File: src/rtl/instruction_fetch_unit.sv
// Multi-cycle instruction fetch stage. It owns the PC, reads a synchronous instruction
// memory and holds the current instruction for control_unit while in EXECUTE.
module instruction_fetch_unit #(
  parameter int                       ADDRESS_WIDTH = 8,
  parameter logic [ADDRESS_WIDTH-1:0] RESET_PC      = '0,
  parameter int                       COUNT_WIDTH   = 16
) (
  input  logic                     clock,
  input  logic                     reset,
  input  logic                     processor_enable,
  input  logic                     stall,
  input  logic                     branch,
  input  logic                     jump,
  input  logic                     zero,
  input  logic [31:0]              imem_data,
  output logic [ADDRESS_WIDTH-1:0] imem_address,
  output logic                     imem_read_enable,
  output logic [31:0]              instruction,
  output logic [5:0]               instruction_opcode,
  output logic [5:0]               instruction_func,
  output logic                     instruction_valid,
  output logic [ADDRESS_WIDTH-1:0] pc,
  output logic [COUNT_WIDTH-1:0]   retired_count,
  output logic [1:0]               state_debug
);

  typedef enum logic [1:0] {
    IDLE    = 2'd0,
    FETCH   = 2'd1,
    LOAD    = 2'd2,
    EXECUTE = 2'd3
  } state_t;

  state_t                   state;
  state_t                   state_next;
  logic                     retire;
  logic [ADDRESS_WIDTH-1:0] pc_seq;
  logic [ADDRESS_WIDTH-1:0] pc_branch;
  logic [ADDRESS_WIDTH-1:0] next_pc;

  always_ff @(posedge clock or posedge reset) begin
    if (reset) state <= IDLE;
    else       state <= state_next;
  end

  // Memory read handshake: imem_read_enable is a one-cycle strobe in FETCH with
  // imem_address = pc; the memory returns imem_data on the following cycle (LOAD),
  // where it is captured. There is no back-pressure from the memory side.
  always_comb begin
    state_next        = state;
    imem_read_enable  = 1'b0;
    instruction_valid = 1'b0;
    retire            = 1'b0;
    case (state)
      IDLE: begin
        if (processor_enable) state_next = FETCH;
      end
      FETCH: begin
        imem_read_enable = 1'b1;
        state_next       = LOAD;
      end
      LOAD: begin
        state_next = EXECUTE;
      end
      EXECUTE: begin
        instruction_valid = 1'b1;
        if (!stall) begin
          retire     = 1'b1;
          state_next = processor_enable ? FETCH : IDLE;
        end
      end
      default: state_next = IDLE;
    endcase
  end

  // Jump beats a taken branch; a branch with zero low falls through sequentially.
  always_comb begin
    pc_seq    = pc + ADDRESS_WIDTH'(1);
    pc_branch = pc_seq + ADDRESS_WIDTH'({{16{instruction[15]}}, instruction[15:0]});
    if (jump)                next_pc = instruction[ADDRESS_WIDTH-1:0];
    else if (branch && zero) next_pc = pc_branch;
    else                     next_pc = pc_seq;
  end

  always_ff @(posedge clock or posedge reset) begin
    if (reset) begin
      pc            <= RESET_PC;
      instruction   <= '0;
      retired_count <= '0;
    end else begin
      if (state == LOAD) instruction <= imem_data;
      if (retire) begin
        pc            <= next_pc;
        retired_count <= retired_count + COUNT_WIDTH'(1);
      end
    end
  end

  assign imem_address       = pc;
  assign instruction_opcode = instruction[31:26];
  assign instruction_func   = instruction[5:0];
  assign state_debug        = state;

endmodule

File: config.mk
export PLATFORM = sky130hd
export DESIGN_NAME = instruction_fetch_unit
export DESIGN_NICKNAME = d
export VERILOG_FILES = /design/src/rtl/instruction_fetch_unit.sv
export SDC_FILE = /design/constraint.sdc
export NUM_CORES = 1
export LEC_CHECK = 0
export BUFFER_PORTS_ARGS = -buffer_cell sky130_fd_sc_hd__buf_2
export CAP_MARGIN = 10
export CORE_MARGIN = 2
export CORE_UTILIZATION = 29
export DETAILED_ROUTE_END_ITERATION = 8
export PLACE_DENSITY = 0.57
export SKIP_LAST_GASP = 1
export SYNTH_ARGS = -nofsm -noshare
export SYNTH_HDL_FRONTEND = slang
export SYNTH_SLANG_ARGS = --single-unit
File: constraint.sdc
create_clock -name clock -period 2.6 [get_ports clock]
set_input_delay 0 -clock clock [delete_from_list [all_inputs] [get_ports clock]]
set_output_delay 0 -clock clock [all_outputs]
set_load 0.05 [all_outputs]
* Yosys cells after proc, flatten, opt, wreduce, memory -nomap -nowiden
Index checks and enable logic that the tools add are counted.
Storage, ports and cells: bits in read-only memories 0, logic and storage cells 25, memories 0, register bits 58, input bits 39, bits in latches 0, output and inout port bits 80, memory bits (writable) 0
Operators by class: eq/ne operators 5, $add $sub $neg 3, bitwise operators 0, div/mod/pow operators 0, shift operators 0, multiplexer cells 10, reduce and logical (&&, ||, !) cells 3, order comparisons 0, multipliers 0
Operator list (number):
- 16-bit by 1-bit adder with 16-bit output (second input constant) | 1
- 8-bit 2-to-1 mux | 2
- 8-bit by 1-bit adder with 8-bit output (second input constant) | 1
- 8-bit adder | 1
- 2-bit one-hot mux with 4 select lines | 1
- 1-bit 2-to-1 mux | 5
- 2-bit == test (second input constant) | 2
- 2-bit 2-to-1 mux | 2
- 2-bit != test (second input constant) | 2
- 2-bit by 1-bit == test with 1-bit output (second input constant) | 1
- 2-bit zero test | 1
- 2-bit AND reduction | 1
- 1-bit logical AND | 1

* Depth between registers and ports, before layout
Gate-level depths: netlist (run 1).
depth in word-level cells 4, gate-level depth with buffers 10

* Worst setup path after synthesis (run 1)
Ideal clock, no wire load.
kind register -> register, start point reg pc[0] (netlist: imem_address[0]), end point reg pc[7] (netlist: imem_address[7]), period minus slack after synthesis 2.488 ns, data required time 2.513 ns, cell stages (with the launch flop) 10, slack 0.112 ns, arrival time 2.402 ns, cell sequence dfrtp_1 ha_1 nand3_1 xnor2_1 ha_1 a21o_1 a31o_2 a21oi_1 or4_1 o211ai_1
On the way: word-level cells in the longest chain between the ends 4
Ends and longest elaborated chain:
- from (decl) | line 22 | output logic [ADDRESS_WIDTH-1:0] pc,
- from (signal assigned) | line 93 | pc <= next_pc;
- 8-bit by 1-bit adder with 8-bit output * | line 78 | pc_seq = pc + ADDRESS_WIDTH'(1);
- 8-bit adder | line 79 | pc_branch = pc_seq + ADDRESS_WIDTH'({{16{instruction[15]}}, instruction[15:0]});
- 8-bit 2-to-1 mux * | line 81 | else if (branch && zero) next_pc = pc_branch;
- 8-bit 2-to-1 mux * | line 80 | if (jump) next_pc = instruction[ADDRESS_WIDTH-1:0];
Mark *: on every way between the ends. The rest lies on a longest branch, timed or not. A chain may end at the register's enable or synchronous reset.

* Final worst setup path (run 1)
Ends and elaborated chain as after synthesis.

==> run metrics, run 1 <==
FILL cells=1052; DRT iter0 DRCs=approximately 70; critical setup path kind=flip-flop to flip-flop; site row count=37; mux cell area share after synthesis=0.112; CTS clk-pin slew, worst paths=0.07 ns; crit share post-route=0.914; Synth Area in Simple Gates=0.109; DRC Markers=0; Sink Count=a little under 60; Vias/cell=4.60; layout cells sized above 1=0.408; most frequent cells in the layout=buf_2, dfrtp_1, dlygate4sd3_1, mux2_2, nand2_1; Routed wire per std cell=around 14 µm; Die Span Y=108 µm; Reg-to-Reg Start=imem_address[0]; setup_tns=0 ns; Starting Density=0.301; initial antenna violation count=0; count of final hold-check violations=0; Antenna Nets Post-Route=0; WP buf/inv=0; placed cells=512; WP depth=9; area grow syn2layout=38.0%; status=finished, final reports clean; post-synthesis sequential area ratio=0.465; Max Fanout on Critical Path=8; first-pass GRT wire length=12800 µm; Synth Area in Compound Gates=0.0963; Startpoint Class=flip-flop; Crit. End Element=flip-flop; largest family of logic cells by synthesized area=multiplexers; clock root buffer master=clkbuf_8; Routability Congestion=0.808; Setup Skew=0.00598 ns; fin cells=562; Syn Inst Count=283; total track usage=0.143; port bufs=118; Core Region=10400 µm²; EDFF count, synth=0; Hold Crit Class=input pin to flip-flop; worst path arrival time=2.58 ns; post-CTS setup buffers=0; Hold Path Cell Cnt=4; crit-path most repeated cell=ha_1; CP cell instances=ha_1, nand3_1, xnor2_1, ha_1, a21o_1, a31o_2, a21oi_1, or4_1, o211ai_1; Total Nets Final=476; Register-to-Register Path Depth=9; minimum clock period=around 2.4 ns; predominant post-synthesis flop cell=dfrtp_1; H-Tree Depth=3; Synthesis Warnings=0; io pins=119; Max-Cap Viols=0; synthesized area per cell=11.0 µm²; RSZ-0062 raised after global routing=no; Max-slew headroom=0.593; Async SR Flop Fraction=1.00; f_max=421 MHz; Clock Tree Buf Depth=2; CP startpoint=imem_address[0]; Critical Path Slowest Stage Cell=dfrtp_1; number of synthesized register bits=58; largest net degree at the start of global routing=35; Unique masters post-synth=43; Post-Place Setup Slack=0.262 ns; Mapped Nets=338; WL final=7700 µm; worst setup margin=0.222 ns; Mapped Area=about 3100 µm²; Post-Synth XOR/XNOR Area=0.0750; max-slew violations=0; Die ar.=~12000 µm²; WHS=0.0644 ns; Die Width=108 µm; Antenna Cells=0; Final HPWL DP=around 5500 µm; HP Start=stall; vias in the first global route=approximately 2.6k; vias post-DR=approximately 2.6k; CP delay by family, top=compound AO/OA/AOI/OAI gates; GRT Residual Overflow=0; most common cell after layout, fill and taps aside=buf_2; total clock buffers created by CTS=9; Worst path max stage delay=0.49 ns; Final Setup Violations=0; TritonRoute pass-1 iters=4; area share of fa/ha/maj cells after synthesis=0.0666; CTS resizes=0; Required @ worst endpoint=2.80 ns; clk_lat worst skew=approximately 0.34 ns; CTS tree=yes; worst slew pin tran=between 0.6 and 0.7 ns
[timing repair]
| item | in CTS | in global routing |
|---|---|---|
| setup endpoints to repair | 0 | 0 |
| endpoints found under the hold margin | 61 | 0 |
| hold buffers | 34 | 0 |
[worst register-to-register path, cell delays in order (launching register included)]
cell	delay, ns
dfrtp_1	0.49
ha_1	0.26
nand3_1	0.11
xnor2_1	0.27
ha_1	0.34
a21o_1	0.19
a31o_2	0.24
a21oi_1	0.14
or4_1	0.13
o211ai_1	0.09
[metal layers]
layer  wire (µm)  up-vias  share of wire  GRT usage
li1            -     1246              -          -
met1        3290     1237           0.43      0.174
met2        3760       94           0.49      0.237
met3         520       10          0.068     0.0412
met4         121        0          0.016     0.0568
met5           0        -              0          0
[registers in the layout (all words and copies together), names as in the netlist]
register       cells
imem_address       8
retired_count     16
instruction       32
state_debug        2
[synth_stat cells (5+ instances only)]
cell / n / area [µm²]
dfrtp_1: 58 / 1450
mux2_2: 30 / 338
nand2_1: 25 / 93.8
buf_4: 21 / 158
nor2_1: 16 / 60.1
ha_1: 15 / 188
xnor2_1: 13 / 114
o21ai_0: 12 / 60.1
inv_1: 11 / 41.3
xor2_1: 11 / 96.3
a21oi_1: 9 / 45.0
nand3_1: 7 / 35.0
clkbuf_1: 5 / 18.8
nand4_1: 5 / 31.3
[through the flow]
stage          instance area [µm²]  utilization
2_1_floorplan                 3120            -
3_3_place_gp                  3710        0.358
3_5_place_dp                  3710        0.358
4_1_cts                       4310        0.415
5_1_grt                       4310        0.415
6_report                      4310        0.415
[cells by family (layout without fill, tap and decap cells)]
group | count (synthesis) | after routing
xor+xnor | 25 | 25
flops | 58 | 58
buf+inv | 40 | 183
fa+ha+maj | 16 | 16
compound gates | 47 | 47
mux | 31 | 31
simple gates | 66 | 66
[area by class of cell]
| class | count | area [µm²] | area share |
|---|---|---|---|
| Clock buffer | 12 | 155 | 0.0360 |
| Clock inverter | 4 | 97.6 | 0.0227 |
| Inverter | 11 | 41.3 | 0.00959 |
| Multi-Input combinational cell | 185 | 1430 | 0.332 |
| Sequential cell | 58 | 1450 | 0.337 |
| Tap cell | 136 | 170 | 0.0395 |
| Timing Repair Buffer | 156 | 961 | 0.223 |
[path summary, 6_finish.rpt]
check	endpoint	slack, ns
hold / removal	state_debug[1]	0.06
max in group asynchronous	imem_address[7]	1.47
min in group asynchronous	instruction[9]	0.28
hold reg to reg	retired_count[15]	0.47
setup / recovery	imem_address[7]	0.22
setup reg to reg	imem_address[7]	0.22
Power of run 1 is not shown: default switching activity piles up to over one toggle a cycle in this logic, so the estimate is an artifact.
==> run 2, diff against run 1 <==
CORE_UTILIZATION = 49   (was 29)
CTS_CLUSTER_SIZE = 20   (was unset)
PLACE_DENSITY = 0.85   (was 0.57)
RECOVER_POWER = 50   (was unset)
==> run 2 against run 1 <==
Compared with the run above: the flow now finishes with violations (max-capacitance violations, max-slew violations); maximum frequency is 3.2% higher; register-to-register slack better by 0.07 ns; final cell count is 10% lower; cell area is 3.1% lower; sequential cell count stayed put; core utilization is 25 points higher; global-route usage is 8.4 points higher; via count is 0.31% higher; wire length is 0.64% higher; die area is 39% lower; non-clock buffer count stayed put.
==> run metrics, run 2 (synthesized netlist as in run 1, its figures left out) <==
CP delay by family, top=compound AO/OA/AOI/OAI gates; CTS clk-pin slew, worst paths=0.08 ns; max reg flops=32; total track usage=0.227; RR Endpoint=imem_address[7]; site row count=29; Clock Tree Buf Depth=2; layout cells sized above 1=0.310; Die Span Y=about 84 µm; H-Tree Depth=3; RSZ-0062 raised after global routing=no; Antenna Nets Post-Route=0; f_max=around 430 MHz; WP buf/inv=1; vias post-DR=between 2k and 3k; port bufs=around 120; worst slew pin tran=1.59 ns; Die ar.=between 7000 and 8000 µm²; Max Fanout on Critical Path=8; hold buffers post-CTS=34; Crit. End Element=flip-flop; Vias/cell=around 5.2; CTS resizes=0; CP cell instances=ha_1, inv_1, nor2_1, xor2_1, ha_1, a21o_1, a31o_2, a21oi_1, or4_1, o211ai_1; Required @ worst endpoint=approximately 2.8 ns; Final Setup Violations=0; flop2flop setup slack=between 0.2 and 0.3 ns; DRT iter0 DRCs=131; most frequent cells in the layout=buf_2, dfrtp_1, clkbuf_1, dlygate4sd3_1, mux2_2; Routed wire per std cell=15.4 µm; post-CTS setup buffers=0; TritonRoute pass-1 iters=4; Reg-to-Reg Start=imem_address[0]; Core Region=6240 µm²; largest net degree at the start of global routing=31; Starting Density=0.500; max-slew violations=31; clk_lat worst skew=0.33 ns; setup_tns=0 ns; Setup Skew=0.0105 ns; first-pass GRT wire length=roughly 13000 µm; Critical Path Slowest Stage Cell=dfrtp_1; io pins=between 100 and 150; vias in the first global route=2582; Worst path max stage delay=0.45 ns; GRT Residual Overflow=0; Reg with most FFs=instruction; crit share post-route=0.886; Max-slew headroom=-0.0579; status=complete, but fails checks; WP depth=10; worst path arrival time=2.50 ns; crit-path most repeated cell=ha_1; area grow syn2layout=33.7%; initial antenna violation count=0; Register-to-Register Path Depth=10; Routability Congestion=around 0.94; WL final=7750 µm; Antenna Cells=0; clock root buffer master=clkbuf_8; Sink Count=58; total clock buffers created by CTS=9; CP endpoint=imem_address[7]; Final HPWL DP=5100 µm; Max-Cap Viols=1; failing checks=max-capacitance violations, max-slew violations; CP startpoint=imem_address[0]; Die Width=83.8 µm; Startpoint Class=flip-flop; DRC Markers=0; critical setup path kind=flip-flop to flip-flop; CTS tree=yes; minimum clock period=2.30 ns; most common cell after layout, fill and taps aside=buf_2; count of final hold-check violations=0; Hold Crit Class=input pin to async pin; Total Nets Final=476
run 2: cell types whose count changed in the layout (fill, tap and decap cells not counted), sizes merged:
cell | before | now
clkinv | 0 | 3
inv | 11 | 12
clkinvlp | 1 | 0
buf | 122 | 80
clkbuf | 12 | 51
run 2: cell type report:
| cell class | instances | area (µm²) |
|---|---|---|
| tap | 77 | 96.3 |
| timing repair buffer | 156 | 903 |
| fill | 503 | 2070 |
| sequential | 58 | 1450 |
| multi-input combinational | 185 | 1430 |
| inverter | 11 | 41.3 |
| clock buffer | 9 | 124 |
| clock inverter | 7 | 125 |
run 2: per-layer routing:
metal / GRT usage / wire length, µm / vias up
met5: 0 / 0 / -
li1: - / - / 1250
met4: 0.0865 / 156 / 0
met3: 0.0465 / 356 / 15
met1: 0.274 / 3130 / 1250
met2: 0.399 / 4110 / 80
run 2: worst min-delay path, cell delays in order:
cell and delay [ns]:
dlygate4sd3_1 0.55, buf_2 0.12, inv_1 0.09
run 2: worst min-delay path by stage:
stage	slack, ns	end	cells past startpoint
2_1_floorplan	0.12	instruction[5]	2
3_3_place_gp	-0.15	instruction[31]	2
3_5_place_dp	-0.15	instruction[31]	2
4_1_cts	0.04	instruction[31]	3
5_1_grt	0.08	instruction[31]	3
6_report	0.08	instruction[31]	3
run 2: stage by stage:
step | area, µm² | std cells | worst slack (ns) | utilization | hold slack, ns
floorplan | 3120 | 283 | 0.112 | - | 0.121
global placement | 3640 | 453 | 0.382 | 0.583 | -0.148
detailed placement | 3640 | 453 | 0.319 | 0.583 | -0.150
CTS | 4230 | 503 | 0.302 | 0.677 | 0.0421
global route | 4170 | 503 | 0.102 | 0.668 | 0.0818
finish | 4170 | 503 | 0.297 | 0.668 | 0.0831
Power of run 2 is left out for the same reason.
